<file path="src/rtl/hazard_ctrl.sv">
// Hazard control for the five-stage pipeline: EX operand forwarding, load-use
// stall, taken-branch flush and stall sequencing for the multi-cycle MDU.
module hazard_ctrl #(
    parameter int MUL_LAT = 3,
    parameter int DIV_LAT = 32,
    parameter int CNT_W   = 6
) (
    input  logic        clk,
    input  logic        rst_n,
    input  logic [4:0]  id_rs1,
    input  logic [4:0]  id_rs2,
    input  logic        id_uses_rs1,
    input  logic        id_uses_rs2,
    input  logic [4:0]  ex_rs1,
    input  logic [4:0]  ex_rs2,
    input  logic [4:0]  ex_rd,
    input  logic        ex_mem_read,
    input  logic        ex_is_mdu,
    input  logic        ex_mdu_div,
    input  logic        ex_branch_taken,
    input  logic [4:0]  mem_rd,
    input  logic        mem_reg_write,
    input  logic [4:0]  wb_rd,
    input  logic        wb_reg_write,
    output logic [1:0]  ForwardA,
    output logic [1:0]  ForwardB,
    output logic        pc_write,
    output logic        ifid_write,
    output logic        idex_write,
    output logic        idex_bubble,
    output logic        exmem_bubble,
    output logic        flush_ifid,
    output logic        mdu_start,
    output logic        mdu_busy,
    output logic [31:0] stall_count
);

    typedef enum logic {
        ST_IDLE,
        ST_RUN
    } state_t;

    localparam logic [CNT_W-1:0] MUL_CNT = CNT_W'(MUL_LAT - 1);
    localparam logic [CNT_W-1:0] DIV_CNT = CNT_W'(DIV_LAT - 1);

    state_t           r_state;
    state_t           w_state_nxt;
    logic [CNT_W-1:0] r_cnt;
    logic [CNT_W-1:0] w_cnt_nxt;
    logic             w_mdu_stall;
    logic             w_mdu_start;
    logic             w_lu;

    // EX/MEM wins over MEM/WB because it holds the younger result.
    function automatic logic [1:0] fwd_sel(
        input logic [4:0] rs,
        input logic [4:0] m_rd,
        input logic       m_we,
        input logic [4:0] b_rd,
        input logic       b_we
    );
        if (m_we && (m_rd != 5'd0) && (m_rd == rs)) begin
            return 2'b10;
        end else if (b_we && (b_rd != 5'd0) && (b_rd == rs)) begin
            return 2'b01;
        end
        return 2'b00;
    endfunction

    assign w_lu = ex_mem_read && (ex_rd != 5'd0) &&
                  ((id_uses_rs1 && (id_rs1 == ex_rd)) ||
                   (id_uses_rs2 && (id_rs2 == ex_rd)));

    // NOTE: every signal written in an always_comb gets a default first,
    // otherwise an unassigned path infers a latch.
    always_comb begin
        w_state_nxt = r_state;
        w_cnt_nxt   = r_cnt;
        w_mdu_stall = 1'b0;
        w_mdu_start = 1'b0;
        case (r_state)
            ST_IDLE: begin
                if (ex_is_mdu) begin
                    w_mdu_start = 1'b1;
                    w_mdu_stall = 1'b1;
                    w_cnt_nxt   = ex_mdu_div ? DIV_CNT : MUL_CNT;
                    w_state_nxt = ST_RUN;
                end
            end
            ST_RUN: begin
                if (r_cnt != '0) begin
                    w_mdu_stall = 1'b1;
                    w_cnt_nxt   = r_cnt - CNT_W'(1);
                end else begin
                    w_state_nxt = ST_IDLE;
                end
            end
            default: begin
                w_state_nxt = ST_IDLE;
            end
        endcase
    end

    // While reset is asserted every combinational output sits at its default.
    always_comb begin
        ForwardA     = 2'b00;
        ForwardB     = 2'b00;
        pc_write     = 1'b1;
        ifid_write   = 1'b1;
        idex_write   = 1'b1;
        idex_bubble  = 1'b0;
        exmem_bubble = 1'b0;
        flush_ifid   = 1'b0;
        mdu_start    = 1'b0;
        mdu_busy     = 1'b0;
        if (rst_n) begin
            ForwardA  = fwd_sel(ex_rs1, mem_rd, mem_reg_write, wb_rd, wb_reg_write);
            ForwardB  = fwd_sel(ex_rs2, mem_rd, mem_reg_write, wb_rd, wb_reg_write);
            mdu_start = w_mdu_start;
            mdu_busy  = w_mdu_stall;
            if (w_mdu_stall) begin
                pc_write     = 1'b0;
                ifid_write   = 1'b0;
                idex_write   = 1'b0;
                exmem_bubble = 1'b1;
            end else if (ex_branch_taken) begin
                // The wrong-path instruction in ID is squashed, so its load-use stall is moot.
                flush_ifid  = 1'b1;
                idex_bubble = 1'b1;
            end else if (w_lu) begin
                pc_write    = 1'b0;
                ifid_write  = 1'b0;
                idex_bubble = 1'b1;
            end
        end
    end

    // NOTE: sequential state uses non-blocking assignments so every register
    // samples the pre-edge values regardless of statement order.
    always_ff @(posedge clk) begin
        if (!rst_n) begin
            r_state     <= ST_IDLE;
            r_cnt       <= '0;
            stall_count <= 32'd0;
        end else begin
            r_state <= w_state_nxt;
            r_cnt   <= w_cnt_nxt;
            if (!pc_write) begin
                stall_count <= stall_count + 32'd1;
            end
        end
    end

endmodule

</file>
<file path="config.mk">
export PLATFORM = sky130hd
export DESIGN_NAME = hazard_ctrl
export DESIGN_NICKNAME = d
export VERILOG_FILES = /design/src/rtl/hazard_ctrl.sv
export SDC_FILE = /design/constraint.sdc
export NUM_CORES = 1
export LEC_CHECK = 0
export ABC_AREA = 1
export CORE_ASPECT_RATIO = 0.5
export CORE_MARGIN = 2
export CORE_UTILIZATION = 42
export DETAILED_ROUTE_END_ITERATION = 8
export GPL_TIMING_DRIVEN = 0
export HOLD_SLACK_MARGIN = 0.05
export PLACE_DENSITY = 0.77
export SLEW_MARGIN = 15
export SYNTH_ARGS = -nofsm -noshare
export SYNTH_HDL_FRONTEND = slang
export SYNTH_SLANG_ARGS = --single-unit
export TNS_END_PERCENT = 5
</file>
<file path="constraint.sdc">
create_clock -name clk -period 1.7 [get_ports clk]
set_input_delay 0.425 -clock clk [delete_from_list [all_inputs] [get_ports clk]]
set_output_delay 0.425 -clock clk [all_outputs]
set_load 0.005 [all_outputs]
</file>
==> run metrics, run 1 <==
ranking of synthesized cells by area=dfxtp_1 29%, nand2_1 17%, nor2_1 11%; critical path's top delay family=buffers and inverters; CP dominant cell by count=buf_6; GRT overflow=0; Total Power=0.00268 W; P&R area growth vs syn=52.2%; gpl congestion=~0.85; hold_buf cts=0; HPWL after DPL=5170 microns; Yosys top cell by area=dfxtp_1; sequential area share after synthesis=29.2%; CP startpoint=r_cnt[0]$_SDFFE_PN0P_; critical path depth=12; Peak VDD IR=approximately 0.48 mV; failing checks=negative setup slack; FF+latch count, synth=39; total die area=just over 0.007 sq mm; I/O Buffers=88; final core occ=66.8%; fin. max-slew vios=0; Inserted Clock Buffers=5; clk sinks=39; count leader, synth=nand2_1; number of DRC markers in iteration 0=139; die width=about 120 microns; worst-case reg-to-reg path depth=15; gr usage total=~22%; slowest cell on the critical path=dfxtp_2; RSZ-0062 raised after global routing=yes; RR Startpoint=r_cnt[0]$_SDFFE_PN0P_; Final Hold Fails=0; CTS clk-pin slew, worst paths=0.06 ns; type of the tightest min-delay check=primary input to register; Core Rows=20; worst skew pair latency=0.28 ns; CTS root buffer=clkbuf_16; Worst path max stage delay=0.33 ns; Post-synth EDFFs=0; final hold slack=0.486 ns; flop-to-flop setup slack=-0.25 ns; Remaining DRCs=0; top-area cell type share of the netlist area=29.2%; crit-path cells=inv_4 -> ha_4 -> nand4_1 -> nand2_1 -> nand2_2 -> buf_6 -> inv_8 -> nand2_4 -> buf_8 -> nand2_4 -> buf_6 -> buf_6; WP data required=1.27 ns; Synth cell types=30; status=finished, violations left; fin nets=609; Synth Warn #=0; wirelength, routed=7470 microns; H-tree depth=2; clock period minus worst slack=2.03 ns; clock power share=between 30 and 40%; crit start category=register; crit path to=pc_write; Ports=89; CP Max Fanout=4; number of global-route vias before repair=around 2,900; Tightest Pin Transition=0.505 ns; Gate Count Post-Synth=448; first-pass GRT wire length=12,200 microns; CTS tree=done; crit path DAT=1.61 ns; largest net degree at the start of global routing=13; final std cells w/o fill=650; Routed Antenna Nets=0; post-synthesis area per instance=5.98 sq um; asr flop ratio synth=0%; Lkg Pwr=1.90 nW; first drt pass iteration count=4; Max Root-Sink Buffers=2; Rel. slew slack=66.4%; sw power=between 0.0008 and 0.0009 W; crit share post-route=120%; synthesized cell area=0.00268 sq mm; sw frac=30.2%; Bufs and invs on worst path=6; Sequential Power Share=between 30% and 40%; reg-to-reg critical path endpoint=stall_count[30]$_SDFFE_PN0N_; max cap viols=0; fraction of layout cells with a size suffix above 1=24.9%; final worst slack=-0.332 ns; Peak Freq=492 MHz; drt wl/cell=between 10 and 15 microns; fillers=556; vias=3,147; core area=just over 0.006 sq mm; Crit Path Class=register to output pin; Comb pwr share=29.5%; pwr dens=658 mW/mm^2; final worst clock skew=0.00924 ns; Via density=4.84; Post-Syn Nets=496; final setup violation count=40; Initial Util=43.9%; Main synth FF type=dfxtp_1; post-route cell area=0.00408 sq mm; Internal=0.00187 W; placed cells=between 600 and 700; initial antenna violation count=0; dpl cell area=0.00368 sq mm; Synth top cells by count=119 x nand2_1, 78 x nor2_1, 62 x inv_1, 41 x nand3_1, 39 x dfxtp_1; crit end category=output pin; hold-critical path depth=3; die height=60.5 microns; ANT cells=0
worst min-delay path by stage:
stage                     slack (ns)                     endpoint                  start
final                           0.49  stall_count[8]$_SDFFE_PN0N_                  rst_n
after detailed placement        0.47        r_cnt[5]$_SDFFE_PN0P_  r_cnt[5]$_SDFFE_PN0P_
after floorplan                 0.45        r_cnt[5]$_SDFFE_PN0P_  r_cnt[5]$_SDFFE_PN0P_
after CTS                       0.49        r_cnt[5]$_SDFFE_PN0P_  r_cnt[5]$_SDFFE_PN0P_
after global routing            0.51  stall_count[8]$_SDFFE_PN0N_                  rst_n
after global placement          0.47        r_cnt[1]$_SDFFE_PN0P_  r_cnt[1]$_SDFFE_PN0P_
sequential cells by signal, summed over array words and instances, names as in the netlist:
| name | count |
|---|---|
| r_state | 1 |
| r_cnt | 6 |
| stall_count | 32 |
cell type report:
| type | instances | area (sq um) | share of cell area [%] |
|---|---|---|---|
| timing repair buffer | 106 | 891 | 21.9 |
| clock buffer | 6 | 129 | 3.16 |
| clock inverter | 2 | 12.5 | 0.307 |
| buffer | 12 | 123 | 3.01 |
| multi-input combinational | 333 | 1760 | 43.2 |
| sequential | 39 | 802 | 19.7 |
| tap | 88 | 110 | 2.70 |
| inverter | 64 | 250 | 6.14 |
per-stage QoR:
stage / setup TNS, ns / worst slack (ns)
global placement: -24.92 / -1.13
global route: -12.34 / -0.411
finish: -8.38 / -0.332
CTS: -7.73 / -0.347
floorplan: 0 / 0.0101
detailed placement: -25.53 / -1.15
worst register-to-register path, stage by stage, from the launching register on:
cell     delay [ns]
dfxtp_2        0.33
inv_4          0.07
ha_4           0.13
nand4_1        0.08
nand2_1        0.08
nand2_2        0.06
buf_6          0.13
inv_8          0.06
nand2_4        0.05
buf_4          0.13
buf_4          0.12
buf_4          0.12
buf_6          0.13
buf_8          0.14
a21oi_2        0.15
nor2_1         0.05
power by group through the flow:
stage	Clock, W	Combinational, W	Sequential [W]
floorplan	0	0.000344	0.000990
global placement	0	0.000599	0.000995
detailed placement	0	0.000603	0.000995
CTS	0.000930	0.000743	0.000977
global route	0.000973	0.000867	0.000983
finish	0.000914	0.000791	0.000979
layer usage:
layer | up-vias | share of wire, % | track usage, %
li1 | 1638 | - | -
met1 | 1396 | 45 | 26.4
met2 | 99 | 46 | 37.2
met3 | 14 | 7.4 | 6.19
met4 | 0 | 1.6 | 8.40
met5 | - | 0 | 0
cells by family after synthesis:
group | share of synthesized area [%]
compound gates | 9.25
xor+xnor | 5.23
fa+ha+maj | 1.40
buf+inv | 11.8
flops | 29.2
simple gates | 43.2
cell usage in the layout, fill, tap and decap left out, drive strengths merged, types with 4 or more instances in the layout:
cell type      instances
nand2                120
nor2                  83
inv                   64
buf                   46
nand3                 43
dfxtp                 39
clkdlybuf4s50         38
a21oi                 34
clkbuf                17
dlygate4sd2           16
xor2                  11
o21ai                 11
nand4                  8
clkdlybuf4s15          6
xnor2                  5
or2                    5
nor3                   4
repair_timing:
item,CTS,global route
cloned,1,0
gates resized for setup,165,53
pin swaps,33,15
setup endpoints to repair,45,58
buffers inserted,18,2
Power figures use the tool's default switching activity.
==> run 2: changes to the inputs <==
Settings changed: SETUP_SLACK_MARGIN from default to 0.5.
==> run 2 against run 1 <==
  * The flow still finishes with violations (negative setup slack)
  * Die area is the same
  * Utilization grew 2.8 points
  * Register-to-register slack gained 0.16 ns
  * Final area grew 4.2%
  * Hold slack gained 0.0011 ns
  * Clock-buffer cell count is the same
  * Sequential power shrank 2%
  * Critical endpoint unchanged
  * Global-route usage grew 0.31 points
  * Via count grew 0.29%
  * Largest power group is now clock
  * First-iteration DRC count shrank 20%
  * Critical path depth is the same
  * Combinational power shrank 1%
==> run metrics, run 2 (synthesis results as in run 1) <==
status=finished, violations left; failing checks=negative setup slack; Peak Freq=489 MHz (-0.54%); fin. max-slew vios=0 (unchanged); pre-CTS setup slack=-1.25 ns (-0.101 ns); GRT overflow=0 (unchanged); dpl cell area=0.00373 sq mm (+1.5%); P&R area growth vs syn=58.6%; core area=0.00611 sq mm (unchanged); total die area=0.00707 sq mm (unchanged); RSZ-0062 raised after global routing=yes; Core Rows=20 (unchanged); Initial Util=43.9% (unchanged); fin nets=608 (-0.16%); clock period minus worst slack=2.04 ns (+0.0110 ns); ANT cells=0 (unchanged); Lkg Pwr=2.01 nW (+5.7%); crit share post-route=120% (+0.65 points); die width=117 microns (unchanged); worst skew pair latency=0.29 ns (about the same); final std cells w/o fill=649 (-0.15%); Rel. slew slack=62.6% (-3.8 points); HPWL after DPL=5370 microns (+3.7%); min-delay src=stall_count[13]$_SDFFE_PN0N_; number of global-route vias before repair=2,850 (-0.90%); Inserted Clock Buffers=5 (unchanged); RR Startpoint=r_cnt[1]$_SDFFE_PN0P_; Biggest register=stall_count; Routed Antenna Nets=0 (unchanged); Final Hold Fails=0 (unchanged); final hold slack=0.487 ns (+0.00106 ns); crit end category=output pin; drt wl/cell=11.7 microns (+2.2%); clk sinks=39 (unchanged); gpl congestion=0.830 (-2.7%); wirelength, routed=7620 microns (+2.0%); crit path DAT=1.62 ns (about the same); Tightest Pin Transition=0.561 ns (+0.0564 ns); Ports=89 (unchanged); largest net degree at the start of global routing=13 (unchanged); Via density=4.86 (+0.44%); fraction of layout cells with a size suffix above 1=33.3% (+8.4 points); H-tree depth=2 (unchanged); pwr dens=671 mW/mm^2 (+1.8%); WP data required=1.27 ns (about the same); CTS tree=done; first drt pass iteration count=4 (unchanged); gr usage total=22.0% (+0.31 points); Peak VDD IR=0.391 mV (-18%); setup tns final=-2.84 ns (+5.54 ns); final worst slack=-0.343 ns (-0.0110 ns); crit start category=register; CTS root buffer=clkbuf_16; Max Root-Sink Buffers=2 (unchanged); CP Max Fanout=3 (-1); final setup violation count=21 (-48%); I/O Buffers=88 (unchanged); number of DRC markers in iteration 0=111 (-20%); most frequent cells in the layout=108 x nand2_1, 70 x nor2_1, 49 x inv_1; type of the tightest min-delay check=register to register; CTS clk-pin slew, worst paths=0.06 ns (about the same); vias=3,156 (+0.29%); Top Registers=stall_count x32, r_cnt x6, r_state x1; post-route cell area=0.00425 sq mm (+4.2%); initial antenna violation count=0 (unchanged); placed cells=624 (unchanged); commonest non-fill, non-tap cell in the layout=nand2_1; Remaining DRCs=0 (unchanged); max cap viols=0 (unchanged); max reg flops=32 (unchanged); CP startpoint=r_cnt[1]$_SDFFE_PN0P_; final worst clock skew=0.00378 ns (-0.00546 ns); first-pass GRT wire length=12,200 microns (-0.11%); Crit Path Class=register to output pin; die height=60.5 microns (unchanged); fillers=565 (+1.6%)
## run 2: power by group
part | total, W | internal (W) | switching (W)
sequential | 0.000961 | 0.000930 | 0.0000309
clock | 0.00111 | 0.000730 | 0.000376
combinational | 0.000781 | 0.000371 | 0.000410
total | 0.00285 | 0.00203 | 0.000817
## run 2: worst max-delay path, cell delays in order (launching register included)
cell     delay, ns
dfxtp_2       0.33
inv_2         0.08
ha_4          0.12
nand4_1       0.09
nand2_1       0.08
nand2_2       0.06
buf_6         0.12
inv_6         0.06
nand2_4       0.05
buf_8         0.12
nand2_4       0.06
buf_6         0.09
buf_6         0.08
## run 2: final timing paths
kind,endpoint,depth (start not counted),slack [ns]
setup / recovery,pc_write,12,-0.34
hold / removal,stall_count[13]$_SDFFE_PN0N_,2,0.49
setup reg to reg,stall_count[2]$_SDFFE_PN0N_,13,-0.09
hold reg to reg,stall_count[13]$_SDFFE_PN0N_,2,0.49
## run 2: what timing repair did
action                     in CTS  in global routing
resized for setup             287                 60
buffers inserted               14                  3
pin swaps                      37                 13
hold buffers                    0                  0
setup endpoints to repair      82                 79
## run 2: stage by stage
| step | utilization, % | power [W] |
|---|---|---|
| global route | 69.5 | 0.00299 |
| global placement | 61.1 | 0.00162 |
| floorplan | - | 0.00135 |
| CTS | 67.6 | 0.00283 |
| detailed placement | 61.1 | 0.00162 |
| finish | 69.5 | 0.00285 |
## run 2: metal layers
metal | part of all wire [%] | wire length (microns) | global-route usage (%) | vias to the layer above
li1 | - | - | - | 1638
met1 | 43 | 3270 | 26.4 | 1416
met2 | 49 | 3720 | 38.1 | 89
met3 | 6.9 | 529 | 7.39 | 13
met4 | 1.3 | 102 | 7.06 | 0
met5 | 0 | 0 | 0 | -
## run 2: cell type report
cell class | count | area, sq um | share of cell area (%)
Tap cell | 88 | 110 | 2.59
Clock buffer | 6 | 139 | 3.27
Sequential cell | 39 | 857 | 20.2
Multi-Input combinational cell | 333 | 1800 | 42.4
Buffer | 12 | 130 | 3.06
Inverter | 64 | 278 | 6.54
Clock inverter | 2 | 35.0 | 0.825
Timing Repair Buffer | 105 | 898 | 21.2
==> RTL edit, RTL diff (config.mk and constraints of run 2) <==
Add an input register stage for `ex_mdu_div`, cleared by the reset; this delays it by one clock. The other inputs are not delayed to match.
--- a/src/rtl/hazard_ctrl.sv
+++ b/src/rtl/hazard_ctrl.sv
@@ -45,2 +45,12 @@
 
+    logic ex_mdu_div_q;
+
+    always_ff @(posedge clk) begin
+        if (!rst_n) begin
+            ex_mdu_div_q <= '0;
+        end else begin
+            ex_mdu_div_q <= ex_mdu_div;
+        end
+    end
+
     state_t           r_state;
@@ -85,3 +95,3 @@
                     w_mdu_stall = 1'b1;
-                    w_cnt_nxt   = ex_mdu_div ? DIV_CNT : MUL_CNT;
+                    w_cnt_nxt   = ex_mdu_div_q ? DIV_CNT : MUL_CNT;
                     w_state_nxt = ST_RUN;
Formal check against the unedited RTL: not equivalent (Yosys sat finds a counterexample within 4 cycles, from zero or initial values and one cycle with rst_n low).
==> RTL edit against run 2 <==
  * The flow still finishes with violations (negative setup slack)
  * Highest routed layer unchanged
  * First-iteration DRC count up 130%
  * Power rose by 3.9%
  * Largest power group is now combinational cells
  * Sequential cell count increased by 1
  * Sequential share of layout area fell by 1.8 points
  * Routed wire length rose by 17%
  * Setup slack worse by 0.12 ns
  * Area after synthesis down 0.19%
  * Cell area increased by 9.7%
==> RTL edit: results (changes against run 2) <==
* Worst hold path type: flip-flop to flip-flop
* First-pass GRT wire length at 14100 µm (+16%)
* Met2 Track Usage GR at 0.453 (+0.0718)
* Drt total wl at 8930 µm (+17%)
* GR Util met1 at 0.304 (+0.0400)
* Crit path DAT at 2.32 ns (+0.70 ns)
* Hold Slack at 0.501 ns (+0.0137 ns)
* Syn_nets at 484 (-2.4%)
* Detailed Route Iter0 Violations at 251 (+130%)
* Worst setup margin at -0.459 ns (-0.116 ns)
* First-pass DRT Iterations at 5 (+1)
* Via count at 3328 (+5.4%)
* Ranking of synthesized cells by instance count: nand2_1 (116), nor2_1 (72), inv_1 (53)
* Clock skew at 0.00411 ns (+0.000324 ns)
* Met3 Resource Use GR at 0.0689 (-0.00500)
* Ranking of synthesized cells by area: dfxtp_1 (30%), nand2_1 (16%), nor2_1 (10%)
* Detailed Place HPWL at 5310 µm (-1.1%)
* Post-CTS setup-driven buffer insertion count at 36 (+22)
* Synth cell types at 31 (+3.3%)
* Post-CTS Resized at 268 (-6.6%)
* Share of cells above drive strength 1 at 0.389 (+0.0558)
* Setup TNS at -16.60 ns (-13.75 ns)
* Final Instance Count excl. Fillers at 661 (+1.8%)
* Layout Nets at 620 (+2.0%)
* Placed Area at 0.00372 mm² (-0.27%)
* GRT Total Usage at 0.252 (+0.0324)
* Wire length on met2 at 4390 µm (+18%)
* WL met1 at 3740 µm (+14%)
* Synth warn at 0 (unchanged)
* Setup violations, final at 45 (+110%)
* Vias in the first global route at 3142 (+10%)
* Seq/Total Area, Yosys at 0.300 (+0.00804)
* Routability Congestion at 0.849 (+2.3%)
* Run status: complete, but fails checks
* Dpl cells at 612 (-1.9%)
* Leakage Power at 2.09 nW (+3.7%)
* Biggest regs: stall_count (32), r_cnt (6)
* Worst slack, placed at -1.28 ns (-0.0289 ns)
* Worst slew pin tran at 0.657 ns (+0.0956 ns)
* Failing checks: negative setup slack
## RTL edit: cell type report
type	instances	area, µm²
sequential	40	858
timing repair buffer	129	1220
buffer	12	151
multi-input combinational	328	1920
tap	88	110
fill	432	1450
clock buffer	8	146
inverter	56	250
## RTL edit: worst max-delay path, stage by stage, from the launching register on
cell	delay, ns
dfxtp_2	0.33
inv_2	0.05
ha_4	0.14
nand4_1	0.09
nand2_2	0.09
buf_4	0.14
buf_4	0.12
buf_4	0.12
buf_4	0.12
buf_4	0.12
buf_4	0.12
buf_4	0.12
buf_4	0.12
buf_4	0.13
inv_4	0.05
nand2_1	0.05
o21ai_1	0.07
a21oi_1	0.07
## RTL edit: cell families after synthesis
| logic type | Yosys count | synth area share |
|---|---|---|
| buffers and inverters | 68 | 0.106 |
| adders and majority gates | 3 | 0.0140 |
| and+or+nand+nor | 256 | 0.418 |
| AOI/OAI and AO/OA | 49 | 0.0964 |
| DFF | 40 | 0.300 |
| xor gates and xnor gates | 20 | 0.0655 |
## RTL edit: power by group
group | total (mW) | internal (mW) | switching (mW)
Sequential | 0.984 | 0.954 | 0.0304
Clock | 0.944 | 0.585 | 0.358
Combinational | 1.03 | 0.549 | 0.481
Total | 2.96 | 2.09 | 0.870
## RTL edit: path summary, 6_finish.rpt
kind                                       startpoint                     to  cells past startpoint
worst min-delay path            r_cnt[5]$_SDFFE_PN0P_  r_cnt[5]$_SDFFE_PN0P_                      2
worst min register to register  r_cnt[5]$_SDFFE_PN0P_  r_cnt[5]$_SDFFE_PN0P_                      2
worst max register to register  r_cnt[1]$_SDFFE_PN0P_  r_cnt[1]$_SDFFE_PN0P_                     17
worst max-delay path            r_cnt[1]$_SDFFE_PN0P_  r_cnt[1]$_SDFFE_PN0P_                     17
